**src/rtl/dec_seq_pkg.sv**
```systemverilog
// rtl/dec_seq_pkg.sv - shared states and control-slave constants for dec_cfg_seq
package dec_seq_pkg;

  typedef enum logic [2:0] {
    ST_IDLE  = 3'd0,
    ST_STOP  = 3'd1,
    ST_LOAD  = 3'd2,
    ST_DIV   = 3'd3,
    ST_RUN   = 3'd4,
    ST_DONE  = 3'd5,
    ST_ABORT = 3'd6
  } dec_seq_state_t;

  localparam logic        CTL_ADDR_RUN = 1'b0;
  localparam logic        CTL_ADDR_DIV = 1'b1;
  localparam logic [31:0] RUN_OFF      = 32'd0;
  localparam logic [31:0] RUN_ON       = 32'd1;

  function automatic logic [31:0] div_word(input logic [1:0] sel);
    return {30'b0, sel};
  endfunction

endpackage

```
**src/rtl/dec_seq_timer.sv**
```systemverilog
// rtl/dec_seq_timer.sv - LOAD stall counter; o_expired flags the LIMIT-th consecutive stall cycle
module dec_seq_timer #(
  parameter int LIMIT = 1024
) (
  input  logic i_clk,
  input  logic i_clrn,
  input  logic i_clr,
  input  logic i_en,
  output logic o_expired
);

  localparam int CW = $clog2(LIMIT + 1);

  logic [CW-1:0] r_cnt;

  always_ff @(posedge i_clk) begin
    if (i_clrn || i_clr) begin
      r_cnt <= '0;
    end else if (i_en) begin
      r_cnt <= r_cnt + CW'(1);
    end
  end

  assign o_expired = i_en && (r_cnt == CW'(LIMIT - 1));

endmodule

```
**src/rtl/dec_cfg_seq.sv**
```systemverilog
// rtl/dec_cfg_seq.sv - stops the decoder, loads ENTRIES period words, programs divider, restarts run
// Optional LOAD stall timeout enabled by DEC_SEQ_TIMEOUT_EN.
module dec_cfg_seq
  import dec_seq_pkg::*;
#(
  parameter int M       = 32,
  parameter int ENTRIES = 16,
  parameter int AW      = $clog2(ENTRIES),
  parameter int TIMEOUT = 1024
) (
  input  logic          i_clk,
  input  logic          i_clrn,
  input  logic          i_start,
  input  logic          i_abort,
  input  logic [1:0]    i_div_sel,
  input  logic [M-1:0]  i_cfg_data,
  input  logic          i_cfg_valid,
  output logic          o_cfg_ready,
  output logic          o_ctl_wr,
  output logic          o_ctl_addr,
  output logic [31:0]   o_ctl_wrdata,
  output logic          o_ram_wr,
  output logic [AW-1:0] o_ram_addr,
  output logic [M-1:0]  o_ram_wrdata,
  output logic          o_busy,
  output logic          o_done,
  output logic          o_err
);

  localparam logic [AW-1:0] LAST_IDX = AW'(ENTRIES - 1);

  dec_seq_state_t r_state;
  logic [AW-1:0]  r_idx;
  logic [1:0]     r_div_sel;
  logic           r_cfg_ready;
  logic           r_ctl_wr;
  logic           r_ctl_addr;
  logic [31:0]    r_ctl_wrdata;
  logic           r_ram_wr;
  logic [AW-1:0]  r_ram_addr;
  logic [M-1:0]   r_ram_wrdata;
  logic           r_done;
  logic           r_err;
  logic           w_beat;
  logic           w_expired;

  assign w_beat = i_cfg_valid && r_cfg_ready;

`ifdef DEC_SEQ_TIMEOUT_EN
  logic w_stall_en;
  logic w_stall_clr;

  assign w_stall_en  = (r_state == ST_LOAD) && !w_beat;
  assign w_stall_clr = (r_state != ST_LOAD) || w_beat;

  dec_seq_timer #(.LIMIT(TIMEOUT)) u_timer (
    .i_clk     (i_clk),
    .i_clrn    (i_clrn),
    .i_clr     (w_stall_clr),
    .i_en      (w_stall_en),
    .o_expired (w_expired)
  );
`else
  localparam int unused_timeout = TIMEOUT;
  assign w_expired = 1'b0;
`endif

  // Strobes default low each cycle so every write lasts exactly one cycle.
  always_ff @(posedge i_clk) begin
    if (i_clrn) begin
      r_state      <= ST_IDLE;
      r_idx        <= '0;
      r_div_sel    <= '0;
      r_cfg_ready  <= 1'b0;
      r_ctl_wr     <= 1'b0;
      r_ctl_addr   <= 1'b0;
      r_ctl_wrdata <= '0;
      r_ram_wr     <= 1'b0;
      r_ram_addr   <= '0;
      r_ram_wrdata <= '0;
      r_done       <= 1'b0;
      r_err        <= 1'b0;
    end else begin
      r_ctl_wr <= 1'b0;
      r_ram_wr <= 1'b0;
      r_done   <= 1'b0;
      case (r_state)
        ST_IDLE: begin
          if (i_start && !i_abort) begin
            r_state      <= ST_STOP;
            r_div_sel    <= i_div_sel;
            r_err        <= 1'b0;
            r_idx        <= '0;
            r_ctl_wr     <= 1'b1;
            r_ctl_addr   <= CTL_ADDR_RUN;
            r_ctl_wrdata <= RUN_OFF;
          end
        end
        ST_STOP: begin
          if (i_abort) begin
            r_state <= ST_ABORT;
          end else begin
            r_state     <= ST_LOAD;
            r_cfg_ready <= 1'b1;
          end
        end
        ST_LOAD: begin
          // A handshaken beat is always written, even alongside abort.
          if (w_beat) begin
            r_ram_wr     <= 1'b1;
            r_ram_addr   <= r_idx;
            r_ram_wrdata <= i_cfg_data;
            r_idx        <= r_idx + AW'(1);
          end
          if (i_abort || w_expired) begin
            r_state     <= ST_ABORT;
            r_cfg_ready <= 1'b0;
          end else if (w_beat && (r_idx == LAST_IDX)) begin
            r_state     <= ST_DIV;
            r_cfg_ready <= 1'b0;
          end
        end
        ST_DIV: begin
          if (i_abort) begin
            r_state <= ST_ABORT;
          end else begin
            r_state      <= ST_RUN;
            r_ctl_wr     <= 1'b1;
            r_ctl_addr   <= CTL_ADDR_DIV;
            r_ctl_wrdata <= div_word(r_div_sel);
          end
        end
        ST_RUN: begin
          if (i_abort) begin
            r_state <= ST_ABORT;
          end else begin
            r_state      <= ST_DONE;
            r_ctl_wr     <= 1'b1;
            r_ctl_addr   <= CTL_ADDR_RUN;
            r_ctl_wrdata <= RUN_ON;
          end
        end
        ST_DONE: begin
          if (i_abort) begin
            r_state <= ST_ABORT;
          end else begin
            r_state <= ST_IDLE;
            r_done  <= 1'b1;
          end
        end
        ST_ABORT: begin
          r_state      <= ST_IDLE;
          r_err        <= 1'b1;
          r_ctl_wr     <= 1'b1;
          r_ctl_addr   <= CTL_ADDR_RUN;
          r_ctl_wrdata <= RUN_OFF;
        end
        default: begin
          r_state     <= ST_IDLE;
          r_cfg_ready <= 1'b0;
        end
      endcase
    end
  end

  assign o_cfg_ready  = r_cfg_ready;
  assign o_ctl_wr     = r_ctl_wr;
  assign o_ctl_addr   = r_ctl_addr;
  assign o_ctl_wrdata = r_ctl_wrdata;
  assign o_ram_wr     = r_ram_wr;
  assign o_ram_addr   = r_ram_addr;
  assign o_ram_wrdata = r_ram_wrdata;
  assign o_busy       = (r_state != ST_IDLE);
  assign o_done       = r_done;
  assign o_err        = r_err;

endmodule

```
**config.mk**
```make
export PLATFORM = sky130hd
export DESIGN_NAME = dec_cfg_seq
export DESIGN_NICKNAME = d
export VERILOG_FILES = /design/src/rtl/dec_seq_pkg.sv /design/src/rtl/dec_seq_timer.sv /design/src/rtl/dec_cfg_seq.sv
export SDC_FILE = /design/constraint.sdc
export NUM_CORES = 1
export LEC_CHECK = 0
export CORE_MARGIN = 1
export CORE_UTILIZATION = 62
export CTS_CLUSTER_DIAMETER = 100
export DETAILED_ROUTE_END_ITERATION = 12
export DONT_BUFFER_PORTS = 1
export PLACE_DENSITY = 0.78
export SETUP_SLACK_MARGIN = 0.1
export SLEW_MARGIN = 10
export SYNTH_ARGS = -nofsm -noshare
export SYNTH_HDL_FRONTEND = slang
export SYNTH_SLANG_ARGS = --single-unit
```
**constraint.sdc**
```tcl
create_clock -name i_clk -period 1.9 [get_ports i_clk]
set_input_delay 0.38 -clock i_clk [delete_from_list [all_inputs] [get_ports i_clk]]
set_output_delay 0.38 -clock i_clk [all_outputs]
set_load 0.02 [all_outputs]
```
==> flow_summary_export.csv, run 1 <==
group,metric,value,unit
status,status,"finished clean",
placement,gp_congestion,0.866,
finish,final_cells,322,
global_routing,use_met1,0.259,
timing,finalHoldViolCount,0,
finish,drive_above_1_share,0.0797,
clocking,post-cts-setup-buffers,0,
timing,rsz0062_at_grt,"no",
placement,placed_cell_area,2180,sq um
synth,syn_area,2270,sq um
timing,hold-worst-slack,47.6,ps
global_routing,grt_util_all_layers,0.225,
global_routing,grt_pass1_wl,6960,um
critical_path,path_cells,"buf_4 > nor2_2 > nand2_1",
clocking,holdBufCountCts,0,
synth,ys.flop_type,"dfxtp_1",
timing,fmax,607,MHz
floorplan,die_h,62.6,um
critical_path,crit_required,1520,ps
synth,async_flop_share,0,
critical_path,worstSetupStartpointType,"flip-flop",
critical_path,arrival,1270,ps
synth,synth-edff-count,0,
critical_path,crit_fanout,15,
power_and_ir_drop,powerDensity,862,nW/um^2
floorplan,design.die.area,3910,sq um
finish,syn2layout_area_growth,-1.38,%
power_and_ir_drop,leakage,0.806,nW
global_routing,antenna_found_initial,0,
timing,fin_crit,1650,ps
job,maxCapViolations,0,
synth,synth-seq-cells,53,
drt,wl_per_cell,13.5,um
clocking,tritoncts,"built",
drt,drtIter0Drc,83,
critical_path,r2r_slack,310,ps
clocking,cts_num_sinks,53,
clocking,clk_pin_slew,160,ps
clocking,clockBufferDepth,2,
synth,ys_types,40,
floorplan,core-area,3420,sq um
drt,wl,4340,um
global_routing,grt_pass1_vias,1574,
drt,vias_per_cell,5.33,
timing,setup_tns,0,ps
power_and_ir_drop,ir_worst_vdd,0.539,mV
timing,drv_slew,0,
synth,synth_warnings,0,
drt,drcViolationCount,0,
timing,period_share,0.867,
global_routing,overflow,0,
critical_path,worstSetupPathType,"flip-flop to output pin",
critical_path,cpMaxStageDelayCell,"dfxtp_1",
floorplan,start_util,0.666,
clocking,clk_latency,370,ps
global_routing,use_met3,0.0894,
placement,dpl.hpwl,3020,um
placement,portBuffers,0,
synth,syn_area_per_cell,8.15,sq um
finish,n_antenna_cell,0,
drt,drt-pass1-iter-count,4,
finish,fin_nets,315,
floorplan,io_pins,114,
clocking,htreeDepth,2,
synth,yosys.area.top_type,"dfxtp_1",
min_path,hold_class,"input pin to flip-flop",
clocking,cts-root-buf,"clkbuf_4",
timing,finalClockSkew,10.3,ps
global_routing,grt-busiest-layer,"met2",
synth,yosys.area.top_type_share,0.467,
global_routing,grt_max_degree,53,
drt,ant_nets,0,
clocking,cts_buffers,5,
synth,synthTopCellsByArea,"dfxtp_1 47%, nand2_1 13%, buf_4 9.9%",
synth,postSynthCellCount,279,
synth,yosysSeqAreaShare,0.467,
critical_path,cp-end-kind,"output pin",
floorplan,num_rows,21,
placement,dp_cells,314,
floorplan,die_x,62.6,um
critical_path,critPathMaxStageDelay,350,ps
global_routing,grt_use_met2,0.353,
finish,finalInstanceArea,2240,sq um
drt,vias,1715,
timing,finalSetupViolCount,0,
-- sequential cells by signal, summed over array words and instances (netlist names), 2 cells and up --
name	count
o_ram_wrdata	32
o_ram_addr	4
r_idx	4
r_state	3
o_ctl_wrdata	2
r_div_sel	2
-- repair_timing --
item	4_1_cts	5_1_grt
hold endpoints to repair	0	0
endpoints found under the setup margin	0	2
resized for setup	0	3
-- logic make-up after synthesis --
logic type      share of synthesized area
compound gates                      0.136
xor+xnor                           0.0154
fa+ha+maj                         0.00550
buf+inv                             0.150
flops                               0.467
other cells                       0.00165
simple gates                        0.225
-- cells in the final DEF (no fill, tap or decap), types with 2 or more instances in the layout --
master / Yosys / routed
xor2_1: 2 / 2
nor2_1: 7 / 6
conb_1: 1 / 30
inv_1: 3 / 3
dfxtp_1: 53 / 51
nand3_1: 5 / 5
o21ai_0: 6 / 6
and3_1: 3 / 3
nor3_1: 3 / 3
buf_4: 30 / 6
nand4_1: 3 / 3
nand2_1: 81 / 81
dfxtp_2: 0 / 2
xnor2_1: 2 / 2
clkbuf_4: 0 / 5
a21oi_1: 41 / 41
-- power by group --
| group | switching [mW] | internal, mW | leakage, nW |
|---|---|---|---|
| Combinational | 0.167 | 0.0736 | 0.346 |
| Sequential | 0.0462 | 1.14 | 0.428 |
| Clock | 0.358 | 0.147 | 0.0316 |
-- final timing paths --
| check | start | endpoint | depth (start not counted) |
|---|---|---|---|
| worst max-delay path | r_state[1]$_SDFFE_PP0P_ | o_busy | 3 |
| worst min register to register | r_div_sel[0]$_SDFFE_PP0P_ | r_div_sel[0]$_SDFFE_PP0P_ | 2 |
| worst min-delay path | i_clrn | o_ram_wrdata[18]$_SDFFE_PP0P_ | 1 |
| worst max register to register | r_state[0]$_SDFFE_PP0P_ | o_ram_wrdata[10]$_SDFFE_PP0P_ | 5 |
-- cell type report --
type,instances,area [sq um]
inverters,4,15.0
flip-flops and latches,53,1060
fillers,314,1170
clock inverters,3,21.3
multi-input cells,204,982
repair buffers,7,65.1
well taps,46,57.6
clock buffers,5,37.5
-- critical path, delay by kind of cell, from the launching register on --
family,cells,cell delay [ps]
flops,1,350
simple gates,2,350
buf+inv,1,190
-- layer usage --
metal | up-vias | wire length (um)
met5 | - | 0
met4 | 0 | 70
met3 | 8 | 414
met2 | 90 | 2050
met1 | 759 | 1810
li1 | 858 | -
-- cells in the mapped netlist (2+ instances only) --
cell type / number
a21oi_1: 41
and3_1: 3
buf_1: 3
buf_2: 6
buf_4: 30
buf_6: 4
clkbuf_1: 4
dfxtp_1: 53
inv_1: 3
nand2_1: 81
nand3_1: 5
nand4_1: 3
nor2_1: 7
nor3_1: 3
o21ai_0: 6
xnor2_1: 2
xor2_1: 2
-- metrics by stage --
step / setup WS (ps) / utilization / power [mW]
after global routing: 165 / 0.656 / 2.02
final: 254 / 0.656 / 1.93
after global placement: 329 / 0.638 / 1.44
after CTS: 173 / 0.655 / 1.94
after detailed placement: 287 / 0.638 / 1.44
after floorplan: 535 / - / 1.46
No activity file was read; power rests on OpenSTA's default activity.
==> inputs of run 2 (changes only) <==
Clock period 1.9 ns to 1.7 ns, I/O delays scaled along.
==> run 2 against run 1 <==
Compared with the run above: global-route usage rose by 0.33 points; combinational power is 26% higher; critical endpoint unchanged; sequential share of layout area fell by 1.1 points; wire length grew 0.78%; largest power group unchanged; cell count up 1.2%.
==> flow_summary_export.csv, run 2 (synthesized netlist as in run 1, its figures left out) <==
group,metric,value,unit
status,status,"finished clean",
clocking,clk_latency,360,ps
placement,dpl.hpwl,3010,um
critical_path,r2r-end,"o_ram_addr[2]$_SDFFE_PP0P_",
global_routing,grt_pass1_wl,7070,um
drt,wl_per_cell,13.4,um
placement,portBuffers,0,
floorplan,die_h,62.6,um
min_path,holdPathEnd,"o_err$_SDFFE_PP0P_",
clocking,holdBufCountCts,0,
clocking,cts_num_sinks,53,
timing,drv_slew,0,
floorplan,start_util,0.666,
timing,postLayoutSetupSlackWorst,181,ps
drt,drcViolationCount,0,
placement,dp_cells,315,
clocking,htreeDepth,2,
drt,drtIter0Drc,125,
drt,wl,4380,um
global_routing,grt_max_degree,53,
floorplan,design.die.area,3910,sq um
drt,ant_nets,0,
finish,n_antenna_cell,0,
timing,fin_crit,1520,ps
critical_path,reg2reg_depth,6,
finish,final_cells,326,
global_routing,overflow,0,
drt,drt-pass1-iter-count,4,
drt,vias,1740,
placement,gp_congestion,0.874,
finish,final_cell_mix,"80 x nand2_1, 53 x dfxtp_1, 41 x a21oi_1",
global_routing,grt_util_all_layers,0.228,
finish,fin_nets,319,
floorplan,io_pins,114,
clocking,tritoncts,"built",
timing,period_share,0.894,
min_path,hold_start,"i_clrn",
critical_path,worstSetupStartpointType,"flip-flop",
timing,hold-worst-slack,34.4,ps
clocking,cts-root-buf,"clkbuf_4",
floorplan,die_x,62.6,um
critical_path,worstSetupStartpoint,"r_state[0]$_SDFFE_PP0P_",
critical_path,worstSetupPathType,"flip-flop to output pin",
timing,finalSetupViolCount,0,
global_routing,antenna_found_initial,0,
critical_path,r2r_slack,190,ps
min_path,hold_depth,1,
timing,setup_tns,0,ps
clocking,cts_buffers,5,
min_path,hold_class,"input pin to flip-flop",
critical_path,r2r_start,"r_state[1]$_SDFFE_PP0P_",
timing,fmax,658,MHz
critical_path,arrival,1180,ps
timing,finalHoldViolCount,0,
critical_path,cp-end-kind,"output pin",
clocking,clk_pin_slew,130,ps
power_and_ir_drop,ir_worst_vdd,0.534,mV
critical_path,crit_fanout,11,
floorplan,num_rows,21,
finish,drive_above_1_share,0.0857,
power_and_ir_drop,powerDensity,1000,nW/um^2
finish,largest_register_ffs,32,
placement,pre_cts_slack,139,ps
job,maxCapViolations,0,
timing,finalClockSkew,9.73,ps
critical_path,crit_required,1360,ps
power_and_ir_drop,p_total,2.30,mW
power_and_ir_drop,leakage,0.837,nW
floorplan,core-area,3420,sq um
drt,vias_per_cell,5.34,
finish,syn2layout_area_growth,0.716,%
timing,rsz0062_at_grt,"yes",
clocking,clockBufferDepth,2,
finish,layout_commonest_cell,"nand2_1",
global_routing,grt_pass1_vias,1596,
## run 2: report_power, final
group	total (mW)	switching [mW]	leakage [nW]	internal [mW]
Combinational	0.302	0.199	0.367	0.103
Clock	0.681	0.367	0.0424	0.314
Sequential	1.32	0.0443	0.428	1.27
Total	2.30	0.610	0.837	1.69
## run 2: stage by stage
stage,utilization,instance area [sq um]
2_1_floorplan,-,2380
3_3_place_gp,0.636,2170
3_5_place_dp,0.636,2170
4_1_cts,0.661,2260
5_1_grt,0.670,2290
6_report,0.670,2290
## run 2: how the worst max path moves through the flow
stage               cells after the start                             to
global route                            6     o_ram_addr[2]$_SDFFE_PP0P_
global placement                        5  o_ram_wrdata[21]$_SDFFE_PP0P_
floorplan                               6     o_ram_addr[3]$_SDFFE_PP0P_
detailed placement                      5  o_ram_wrdata[18]$_SDFFE_PP0P_
CTS                                     5  o_ram_wrdata[18]$_SDFFE_PP0P_
finish                                  3                         o_busy
## run 2: layer usage
| layer | track usage | wire length, um |
|---|---|---|
| met2 | 0.406 | 2180 |
| met4 | 0.0698 | 45 |
| met1 | 0.246 | 1790 |
| met3 | 0.0912 | 366 |
| met5 | 0 | 0 |
## run 2: cell type report
cell class                      instances  area [sq um]
Multi-Input combinational cell        204           990
Fill cell                             303          1130
Tap cell                               46          57.6
Clock inverter                          2          38.8
Clock buffer                            6          41.3
Inverter                                4          15.0
Timing Repair Buffer                   11          86.3
Sequential cell                        53          1060
## run 2: repair_timing
| action | 4_1_cts | 5_1_grt |
|---|---|---|
| setup buffers | 0 | 3 |
| gates cloned | 0 | 0 |
| endpoints found under the setup margin | 1 | 30 |
| resized for setup | 2 | 2 |
| endpoints found under the hold margin | 0 | 26 |
## run 2: critical path, stage by stage (launching register included)
cell     delay (ps)
dfxtp_1         360
buf_4           190
nor2_4          150
nand2_2         120
==> inputs of run 3 (changes only) <==
Settings changed: CORE_UTILIZATION 62 to 65, CTS_BUF_LIST set to sky130_fd_sc_hd__clkbuf_2 sky130_fd_sc_hd__clkbuf_4 sky130_fd_sc_hd__clkbuf_8, PLACE_DENSITY 0.78 to 0.81.
==> run 3 against run 2 <==
Compared with the run above: register-to-register slack hardly changed; non-clock buffer count is 2 lower; clock-buffer cell count is 1 higher; sequential power hardly changed; clock skew is 1.4 ps higher; critical endpoint unchanged.
==> flow_summary_export.csv, run 3 (synthesized netlist as in run 1, its figures left out) <==
group,metric,value,unit
finish,n_antenna_cell,0,
placement,placed_cell_area,2170,sq um
finish,finalInstanceArea,2290,sq um
placement,gp_congestion,0.788,
floorplan,die_x,61.1,um
finish,multiInputGateArea,990,sq um
timing,drv_slew,0,
floorplan,num_rows,21,
drt,drtIter0Drc,100,
finish,fin_nets,317,
critical_path,worstSetupStartpointType,"flip-flop",
global_routing,grt_max_degree,53,
clocking,clk_pin_slew,140,ps
timing,rsz0062_at_grt,"no",
drt,vias_per_cell,5.45,
status,status,"finished clean",
timing,postLayoutSetupSlackWorst,201,ps
global_routing,grt_pass1_wl,5820,um
finish,layout_commonest_cell,"nand2_1",
floorplan,start_util,0.681,
finish,nFillCells,302,
placement,pre_cts_slack,202,ps
placement,dpl.hpwl,2840,um
finish,largest_register_ffs,32,
timing,finalSetupViolCount,0,
min_path,hold_depth,1,
critical_path,arrival,1160,ps
job,maxCapViolations,0,
floorplan,core-area,3340,sq um
critical_path,crit_fanout,11,
finish,drive_above_1_share,0.0791,
global_routing,overflow,0,
clocking,cts_buffers,5,
drt,wl,4390,um
timing,finalHoldViolCount,0,
floorplan,io_pins,114,
critical_path,cp-end-kind,"output pin",
drt,ant_nets,0,
placement,portBuffers,0,
power_and_ir_drop,ir_worst_vdd,0.603,mV
drt,drt-pass1-iter-count,6,
power_and_ir_drop,powerDensity,1020,nW/um^2
critical_path,reg2reg_depth,4,
drt,vias,1766,
timing,fin_crit,1500,ps
timing,setup_tns,0,ps
floorplan,design.die.area,3740,sq um
finish,final_cell_mix,"80 x nand2_1, 53 x dfxtp_1, 41 x a21oi_1",
timing,finalClockSkew,11.2,ps
global_routing,antenna_found_initial,0,
drt,drcViolationCount,0,
clocking,tritoncts,"built",
clocking,clk_latency,360,ps
finish,syn2layout_area_growth,0.936,%
timing,period_share,0.882,
global_routing,grt_util_all_layers,0.214,
critical_path,crit_required,1360,ps
clocking,htreeDepth,2,
critical_path,worstSetupPathType,"flip-flop to output pin",
finish,final-seq-area,1060,sq um
timing,fmax,667,MHz
floorplan,die_h,61.1,um
global_routing,grt_pass1_vias,1328,
min_path,hold_class,"input pin to flip-flop",
drt,wl_per_cell,13.5,um
clocking,cts-root-buf,"clkbuf_4",
clocking,clockBufferDepth,2,
power_and_ir_drop,leakage,0.835,nW
clocking,cts_num_sinks,53,
-- run 3: stage by stage --
| stage | hold slack, ps | utilization | power, mW | std cells |
|---|---|---|---|---|
| final | 27.7 | 0.688 | 2.35 | 324 |
| after detailed placement | 415 | 0.649 | 1.61 | 314 |
| after global placement | 412 | 0.649 | 1.60 | 314 |
| after floorplan | 416 | - | 1.63 | 308 |
| after CTS | 11.6 | 0.677 | 2.34 | 322 |
| after global routing | -4.33 | 0.688 | 2.47 | 324 |
-- run 3: path summary, 6_finish.rpt --
kind	slack (ps)	endpoint	from
setup reg to reg	200	r_state[0]$_SDFFE_PP0P_	o_cfg_ready$_SDFFE_PP0P_
setup / recovery	200	o_busy	r_state[0]$_SDFFE_PP0P_
hold reg to reg	470	r_div_sel[1]$_SDFFE_PP0P_	r_div_sel[1]$_SDFFE_PP0P_
hold / removal	30	o_ram_wrdata[8]$_SDFFE_PP0P_	i_clrn
-- run 3: final cells by class --
| cell class | instances | area share |
|---|---|---|
| Clock buffer | 7 | 0.0256 |
| Clock inverter | 1 | 0.0131 |
| Inverter | 4 | 0.00654 |
| Multi-Input combinational cell | 204 | 0.431 |
| Sequential cell | 53 | 0.462 |
| Tap cell | 46 | 0.0251 |
| Timing Repair Buffer | 9 | 0.0360 |
-- run 3: critical path, cell delays in order, from the launching register on --
cell	delay [ps]
dfxtp_1	350
buf_4	180
nor2_4	150
nand2_2	130
-- run 3: layer usage --
metal / GRT usage / vias to the layer above / wire length (um)
li1: - / 862 / -
met1: 0.248 / 810 / 1740
met2: 0.351 / 86 / 2150
met3: 0.0924 / 8 / 435
met4: 0.0812 / 0 / 59
met5: 0 / - / 0
-- run 3: repair_timing --
| item | 4_1_cts | 5_1_grt |
|---|---|---|
| pin swaps | 0 | 0 |
| gates resized for setup | 2 | 1 |
| hold endpoints to repair | 0 | 37 |
| endpoints found under the setup margin | 1 | 1 |
| setup buffers | 0 | 0 |
| hold buffers | 0 | 2 |
-- run 3: where the power goes --
part | leakage [nW] | switching (mW) | internal (mW)
clock | 0.0489 | 0.361 | 0.368
sequential | 0.428 | 0.0426 | 1.27
combinational | 0.359 | 0.212 | 0.0909
total | 0.835 | 0.616 | 1.73
